**src/rtl/skeeball_hole_detect.sv**
```systemverilog
`default_nettype none
// ============================================================================
// Module   : skeeball_hole_detect
// Purpose  : Skeeball lane front end. Synchronises the seven raw hole
//            sensors, debounces them, picks the highest-value hole when
//            several fire, and emits exactly one one-hot hit pulse per ball.
//            A post-hit lockout stops a single ball from being counted twice.
// Ports    : clk         - system clock
//            rst_n       - asynchronous active-low reset
//            game_active - high while a game runs; low forces IDLE
//            hole_raw    - raw sensors {100,50,40,30,20,10,gutter}
//            hit_pulse   - one-cycle one-hot hit, same mapping as hole_raw
//            hit_valid   - OR of hit_pulse
//            busy        - high while in QUALIFY, PULSE or LOCKOUT
//            stuck_err   - per-sensor stuck flags
// Options  : SKEEBALL_STUCK_DETECT_EN - when defined, a sensor held high in
//            LOCKOUT for STUCK_CYCLES is flagged in stuck_err and masked
//            until reset. Undefined: stuck_err is tied to zero.
// Revision : 1.0 - initial release
// ============================================================================
module skeeball_hole_detect #(
  parameter int unsigned DEBOUNCE_CYCLES = 4,
  parameter int unsigned LOCKOUT_CYCLES  = 16,
  parameter int unsigned RELEASE_CYCLES  = 8,
  parameter int unsigned STUCK_CYCLES    = 1000
) (
  input  logic       clk,
  input  logic       rst_n,
  input  logic       game_active,
  input  logic [6:0] hole_raw,
  output logic [6:0] hit_pulse,
  output logic       hit_valid,
  output logic       busy,
  output logic [6:0] stuck_err
);

  typedef enum logic [1:0] {
    ST_IDLE    = 2'd0,
    ST_QUALIFY = 2'd1,
    ST_PULSE   = 2'd2,
    ST_LOCKOUT = 2'd3
  } state_t;

  localparam logic [15:0] C_DEBOUNCE = 16'(DEBOUNCE_CYCLES);
  localparam logic [15:0] C_LOCKOUT  = 16'(LOCKOUT_CYCLES);
  localparam logic [15:0] C_RELEASE  = 16'(RELEASE_CYCLES);

  // An out-of-range configuration shows up as this named block in the
  // elaborated hierarchy.
  if (DEBOUNCE_CYCLES < 1 || DEBOUNCE_CYCLES > 65535 ||
      LOCKOUT_CYCLES  < 1 || LOCKOUT_CYCLES  > 65535 ||
      RELEASE_CYCLES  < 1 || RELEASE_CYCLES  > 65535 ||
      STUCK_CYCLES    < 1 || STUCK_CYCLES    > 65535) begin : g_bad_params
  end

  function automatic logic [15:0] sat_inc(input logic [15:0] v);
    return (v == 16'hFFFF) ? v : v + 16'd1;
  endfunction

  // Highest set bit wins: ascending scan, last assignment survives.
  function automatic logic [6:0] prio_pick(input logic [6:0] v);
    logic [6:0] r;
    r = '0;
    for (int i = 0; i < 7; i++) begin
      if (v[i]) begin
        r    = '0;
        r[i] = 1'b1;
      end
    end
    return r;
  endfunction

  logic [6:0]  sync1_q, sync2_q;
  logic [6:0]  s;
  state_t      state_q, state_d;
  logic [6:0]  cap_q, cap_d;
  logic [15:0] cnt_q, cnt_d;
  logic [15:0] lock_cnt_q, lock_cnt_d;
  logic [15:0] rel_cnt_q, rel_cnt_d;
  logic [6:0]  hit_pulse_q, hit_pulse_d;
  logic        hit_valid_q, hit_valid_d;
  logic        busy_q, busy_d;

`ifdef SKEEBALL_STUCK_DETECT_EN
  localparam logic [15:0] C_STUCK = 16'(STUCK_CYCLES);
  logic [15:0] stuck_cnt_q, stuck_cnt_d;
  logic [6:0]  stuck_err_q, stuck_err_d;
  // Flagged sensors read as zero from here on so LOCKOUT can release.
  assign s         = sync2_q & ~stuck_err_q;
  assign stuck_err = stuck_err_q;
`else
  assign s         = sync2_q;
  assign stuck_err = '0;
`endif

  always_comb begin
    state_d     = state_q;
    cap_d       = cap_q;
    cnt_d       = cnt_q;
    lock_cnt_d  = lock_cnt_q;
    rel_cnt_d   = rel_cnt_q;
    hit_pulse_d = '0;
`ifdef SKEEBALL_STUCK_DETECT_EN
    stuck_cnt_d = stuck_cnt_q;
    stuck_err_d = stuck_err_q;
`endif
    if (!game_active) begin
      state_d    = ST_IDLE;
      cap_d      = '0;
      cnt_d      = '0;
      lock_cnt_d = '0;
      rel_cnt_d  = '0;
`ifdef SKEEBALL_STUCK_DETECT_EN
      stuck_cnt_d = '0;
`endif
    end else begin
      case (state_q)
        ST_IDLE: begin
          if (s != '0) begin
            cap_d = s;
            cnt_d = 16'd1;
            if (C_DEBOUNCE == 16'd1) begin
              state_d     = ST_PULSE;
              hit_pulse_d = prio_pick(s);
            end else begin
              state_d = ST_QUALIFY;
            end
          end
        end
        ST_QUALIFY: begin
          if (s == '0) begin
            // A single dropped sample aborts the hit.
            state_d = ST_IDLE;
            cap_d   = '0;
            cnt_d   = '0;
          end else if (s == cap_q) begin
            cnt_d = sat_inc(cnt_q);
            if (cnt_d >= C_DEBOUNCE) begin
              state_d     = ST_PULSE;
              hit_pulse_d = prio_pick(cap_q);
            end
          end else begin
            cap_d = s;
            cnt_d = 16'd1;
          end
        end
        ST_PULSE: begin
          state_d    = ST_LOCKOUT;
          lock_cnt_d = '0;
          rel_cnt_d  = '0;
`ifdef SKEEBALL_STUCK_DETECT_EN
          stuck_cnt_d = '0;
`endif
        end
        default: begin // ST_LOCKOUT
          lock_cnt_d = sat_inc(lock_cnt_q);
          rel_cnt_d  = (s == '0) ? sat_inc(rel_cnt_q) : '0;
`ifdef SKEEBALL_STUCK_DETECT_EN
          if (s != '0) begin
            stuck_cnt_d = sat_inc(stuck_cnt_q);
            if (stuck_cnt_d >= C_STUCK) begin
              stuck_err_d = stuck_err_q | s;
              stuck_cnt_d = '0;
            end
          end
`endif
          if (lock_cnt_d >= C_LOCKOUT && rel_cnt_d >= C_RELEASE) begin
            state_d = ST_IDLE;
          end
        end
      endcase
    end
    hit_valid_d = |hit_pulse_d;
    busy_d      = (state_d != ST_IDLE);
  end

  always_ff @(posedge clk or negedge rst_n) begin
    if (!rst_n) begin
      sync1_q     <= '0;
      sync2_q     <= '0;
      state_q     <= ST_IDLE;
      cap_q       <= '0;
      cnt_q       <= '0;
      lock_cnt_q  <= '0;
      rel_cnt_q   <= '0;
      hit_pulse_q <= '0;
      hit_valid_q <= 1'b0;
      busy_q      <= 1'b0;
`ifdef SKEEBALL_STUCK_DETECT_EN
      stuck_cnt_q <= '0;
      stuck_err_q <= '0;
`endif
    end else begin
      sync1_q     <= hole_raw;
      sync2_q     <= sync1_q;
      state_q     <= state_d;
      cap_q       <= cap_d;
      cnt_q       <= cnt_d;
      lock_cnt_q  <= lock_cnt_d;
      rel_cnt_q   <= rel_cnt_d;
      hit_pulse_q <= hit_pulse_d;
      hit_valid_q <= hit_valid_d;
      busy_q      <= busy_d;
`ifdef SKEEBALL_STUCK_DETECT_EN
      stuck_cnt_q <= stuck_cnt_d;
      stuck_err_q <= stuck_err_d;
`endif
    end
  end

  assign hit_pulse = hit_pulse_q;
  assign hit_valid = hit_valid_q;
  assign busy      = busy_q;

endmodule
`default_nettype wire

```
**config.mk**
```make
export PLATFORM = sky130hd
export DESIGN_NAME = skeeball_hole_detect
export DESIGN_NICKNAME = d
export VERILOG_FILES = /design/src/rtl/skeeball_hole_detect.sv
export SDC_FILE = /design/constraint.sdc
export NUM_CORES = 1
export LEC_CHECK = 0
export ABC_AREA = 1
export BUFFER_PORTS_ARGS = -buffer_cell sky130_fd_sc_hd__buf_4
export CAP_MARGIN = 30
export CORE_UTILIZATION = 55
export DETAILED_ROUTE_END_ITERATION = 6
export PLACE_DENSITY_LB_ADDON = 0.2
export REMOVE_ABC_BUFFERS = 1
export SLEW_MARGIN = 20
export SYNTH_ARGS = -nofsm -noshare
export SYNTH_HDL_FRONTEND = slang
export SYNTH_SLANG_ARGS = --single-unit
```
**constraint.sdc**
```tcl
create_clock -name clk -period 2.6 [get_ports clk]
set_clock_uncertainty 0.05 [all_clocks]
set_input_delay 0.26 -clock clk [delete_from_list [all_inputs] [get_ports clk]]
set_output_delay 0.26 -clock clk [all_outputs]
set_load 0.05 [all_outputs]
```
==> results.txt <==
* N_diodes: 0
- Core area: 0.00822 mm²
* Slowest cell on crit path: sky130_fd_sc_hd__dfrtp_1
- The worst hold path begins at game_active.
* Pre-Repair DR Iteration Count: 4
* Tightest Pin Transition: 0.504 ns
- In the routed design, unresolved DRC markers number 0.
* Most repeated cell in the gate-level netlist after synthesis: sky130_fd_sc_hd__nand2_1
* Height of the die: 94.2 µm
* Global placement routability congestion: 0.933
- Summed over all nets, the half-perimeter wirelength after detailed placement is 7.67 mm.
* Number of CTS-inserted buffers: 9
* ANT nets after route: 0
- Startpoint of the lowest-slack register-to-register path: cnt_q[0]
* Top cells by area in the synthesized netlist: sky130_fd_sc_hd__dfrtp_1 (43%), sky130_fd_sc_hd__nand2_1 (14%), sky130_fd_sc_hd__nand3_1 (7.0%)
- NumNets Final: 688
- For this configuration, the core starts out at a cell density of 0.568.
- Pins over their slew limit: 0
- Area of placed instances: 0.00492 mm²
* Mean post-synth cell area: 7.26 µm²
- Required time of the critical path: 2.80 ns
* First-pass GRT wire length: 18.1 mm
- Number of rows in the core area: 33
- The run finished with clean final reports.
- The mapped netlist covers 0.00467 mm².
- Area growth, synth to finish: 12.1%
- For this design the top-level I/O count stands at 26.
* Max transition margin: 0.664
* Reg-to-reg endpoint: busy
- Total routed wirelength: 10.7 mm
- Min Tclk post-route: 2.36 ns
- After routing the design area is 0.00524 mm².
* Worst Hold Path Cells: 3
- Of the available clock period, the critical path in the final layout requires 0.908.
* Flop and latch count out of synthesis: 80
* Post-synth top cells: sky130_fd_sc_hd__nand2_1 (173), sky130_fd_sc_hd__dfrtp_1 (80), sky130_fd_sc_hd__inv_1 (79), sky130_fd_sc_hd__nand3_1 (65), sky130_fd_sc_hd__nor2_1 (65)
- Fin util: 0.637
- The layout has 711 filler cells.
- Endpoint, Worst Hold: cap_q[6]
- The tightest hold path in the finished design has a slack of 0.176 ns.
* F_max: 0.424 GHz
- Critical Path Most Common Cell: sky130_fd_sc_hd__nand2_1
* Data arrival time at the worst-slack endpoint: 2.56 ns
* Endpoints failing hold: 0
- Total global routing track utilization: 0.260
- The clock passes through at most 2 buffers.
- Crit Path Class: flop to flop
- Biggest fanout along the worst timing path: 19
- For this run the aggregate overflow at the end of global routing stands at 0.
* Vias per cell: 5.46
- The tightest min-delay check is of the primary input to flop type.
* Crit path from: cnt_q[0]
* Post-Synthesis Cells: 643
- Netlist cell types: 36
* Leakage component of the power: 2.50 nW
- The most used flip-flop cell after synthesis is sky130_fd_sc_hd__dfrtp_1.
- Floorplan die area: 0.00887 mm²
- The number of global-route vias before repair was 4034.
- Synth Warn #: 0
- STA classifies the critical path endpoint as a flop.
- The H-tree was split into 3 levels.
- Max IR drop VDD: 0.261 mV
- Critical path, cell by cell: ha_1, nand2_1, nor2_2, nand2_1, inv_2, nand2_2, nand3_1, inv_1, nand2_1, nor2_1, nand3_2, nand3_1, nand2_1, nand3_1, nand2_1
- Fraction of layout instances using a drive strength above 1: 0.109
- Portion of the post-synthesis area used by sequential elements: 0.429
* Highest cell delay on the worst timing path: 0.45 ns
- After detailed routing, the average wire length per cell comes to 13.6 µm.
- Antenna violations before repair: 0
- Setup violations remaining at the end of the flow were counted as 0.
* Number of sinks driven by the clock tree: 80
- Clock-pin slew was measured on the worst setup and hold paths at 0.10 ns.
* PwrDens: 480 mW/mm²
- Drt initial violations: 233
- The die is 94.2 µm wide.
* Type of element launching the critical path: flop
- Post-Route Setup TNS: 0 ns
* Area of the multi-input gates: 0.00227 mm²
- The detailed router placed 4286 vias in this run.
- Critical path's top delay family: simple AND/OR/NAND/NOR gates
- In this run, synthesis inferred 0 flip-flops with an integrated enable.
- Largest area contributor in the netlist: sky130_fd_sc_hd__dfrtp_1
- Unrepaired setup endpoints after global routing: no
* # Max-Cap Violations: 0
* Area used by sequential logic in the layout: 0.00200 mm²
* Clock latency at the later pin of the worst-skew pair: 0.37 ns
- Share of the synthesized area in the top cell type: 0.429
* CTS tree: built
* Root Buffer Master: sky130_fd_sc_hd__clkbuf_8
- Input and output buffers added on the ports amount to 18.
- Worst R2R Setup Slack: 0.24 ns
- Number of buffer and inverter instances along the worst setup path: 2
* Synth async-reset ratio: 1.00
- Entering global routing, the biggest net connects 45 pins.
- FF-to-FF path depth: 15
-- worst max path at each step --
stage                     cells past startpoint    to  slack, ns
after CTS                                    15  busy       0.25
after global placement                       15  busy       0.41
after floorplan                              13  busy       0.61
after global routing                         15  busy      0.003
final                                        15  busy       0.24
after detailed placement                     15  busy       0.29
-- registers in the layout, summed over array words and instances (netlist names) --
| name | count |
|---|---|
| cap_q | 7 |
| s | 7 |
| sync1_q | 7 |
| rel_cnt_q | 16 |
| state_q | 2 |
| hit_valid | 1 |
| busy | 1 |
| lock_cnt_q | 16 |
| cnt_q | 16 |
| hit_pulse | 7 |
-- stage by stage --
| stage | std cells | setup WS [ns] | power, W |
|---|---|---|---|
| after floorplan | 631 | 0.608 | 0.00137 |
| after global routing | 785 | 0.00302 | 0.00260 |
| after detailed placement | 761 | 0.294 | 0.00144 |
| after CTS | 785 | 0.255 | 0.00253 |
| after global placement | 760 | 0.406 | 0.00143 |
| final | 785 | 0.239 | 0.00251 |
-- report_power, final --
group	total, W	leakage (nW)	internal [W]	switching, W
clock	0.00109	0.114	0.000561	0.000532
combinational	0.000136	1.31	0.0000411	0.0000950
sequential	0.00128	1.07	0.00127	0.0000180
total	0.00251	2.50	0.00187	0.000645
-- worst min-delay path: stages --
cell,delay (ns)
sky130_fd_sc_hd__buf_4,0.16
sky130_fd_sc_hd__nand3_1,0.08
sky130_fd_sc_hd__o21ai_1,0.06
-- routing by layer --
layer | wire length (µm) | track usage
met2 | 5210 | 0.436
met3 | 530 | 0.0388
met1 | 4810 | 0.341
met4 | 161 | 0.0923
met5 | 0 | 0
-- layout by cell type, fill, tap and decap left out, drive strengths merged --
master and n:
nand2 179, bufinv 2, xnor2 4, a21oi 13, ha 3, nand3 69
conb 7, a21o 4, nor2 77, a311oi 1, and2 2, nand4 17
clkinv 1, o311ai 1, clkbuf 9, buf 25, nor4 1, xor2 8
dlygate4sd3 8, nor3 10, o21ai 44, clkinvlp 1, nand3b 1, o22ai 23
dfrtp 80, a221oi 1, inv 89
-- cell type report --
cell class,instances,area share
inverters,86,0.0617
clock buffers,9,0.0237
clock inverters,7,0.0206
repair buffers,33,0.0535
flip-flops and latches,80,0.382
multi-input cells,465,0.433
well taps,105,0.0251
-- cells by family after synthesis --
kind of cell / after synthesis / share of synthesized area
AND/OR/NAND/NOR: 356 / 0.344
buffers and inverters: 104 / 0.0908
AO/OA/AOI/OAI: 87 / 0.106
flip-flops: 80 / 0.429
XOR/XNOR: 12 / 0.0225
adder cells (fa/ha/maj): 3 / 0.00804
other: 1 / 0.000803
-- timing repair --
item                      4_1_cts  5_1_grt
hold buffers                    8        0
hold endpoints to repair       43        0
buffers inserted                0        0
gates resized for setup         0        0
Note: power is estimated with default switching activity, not from simulation.
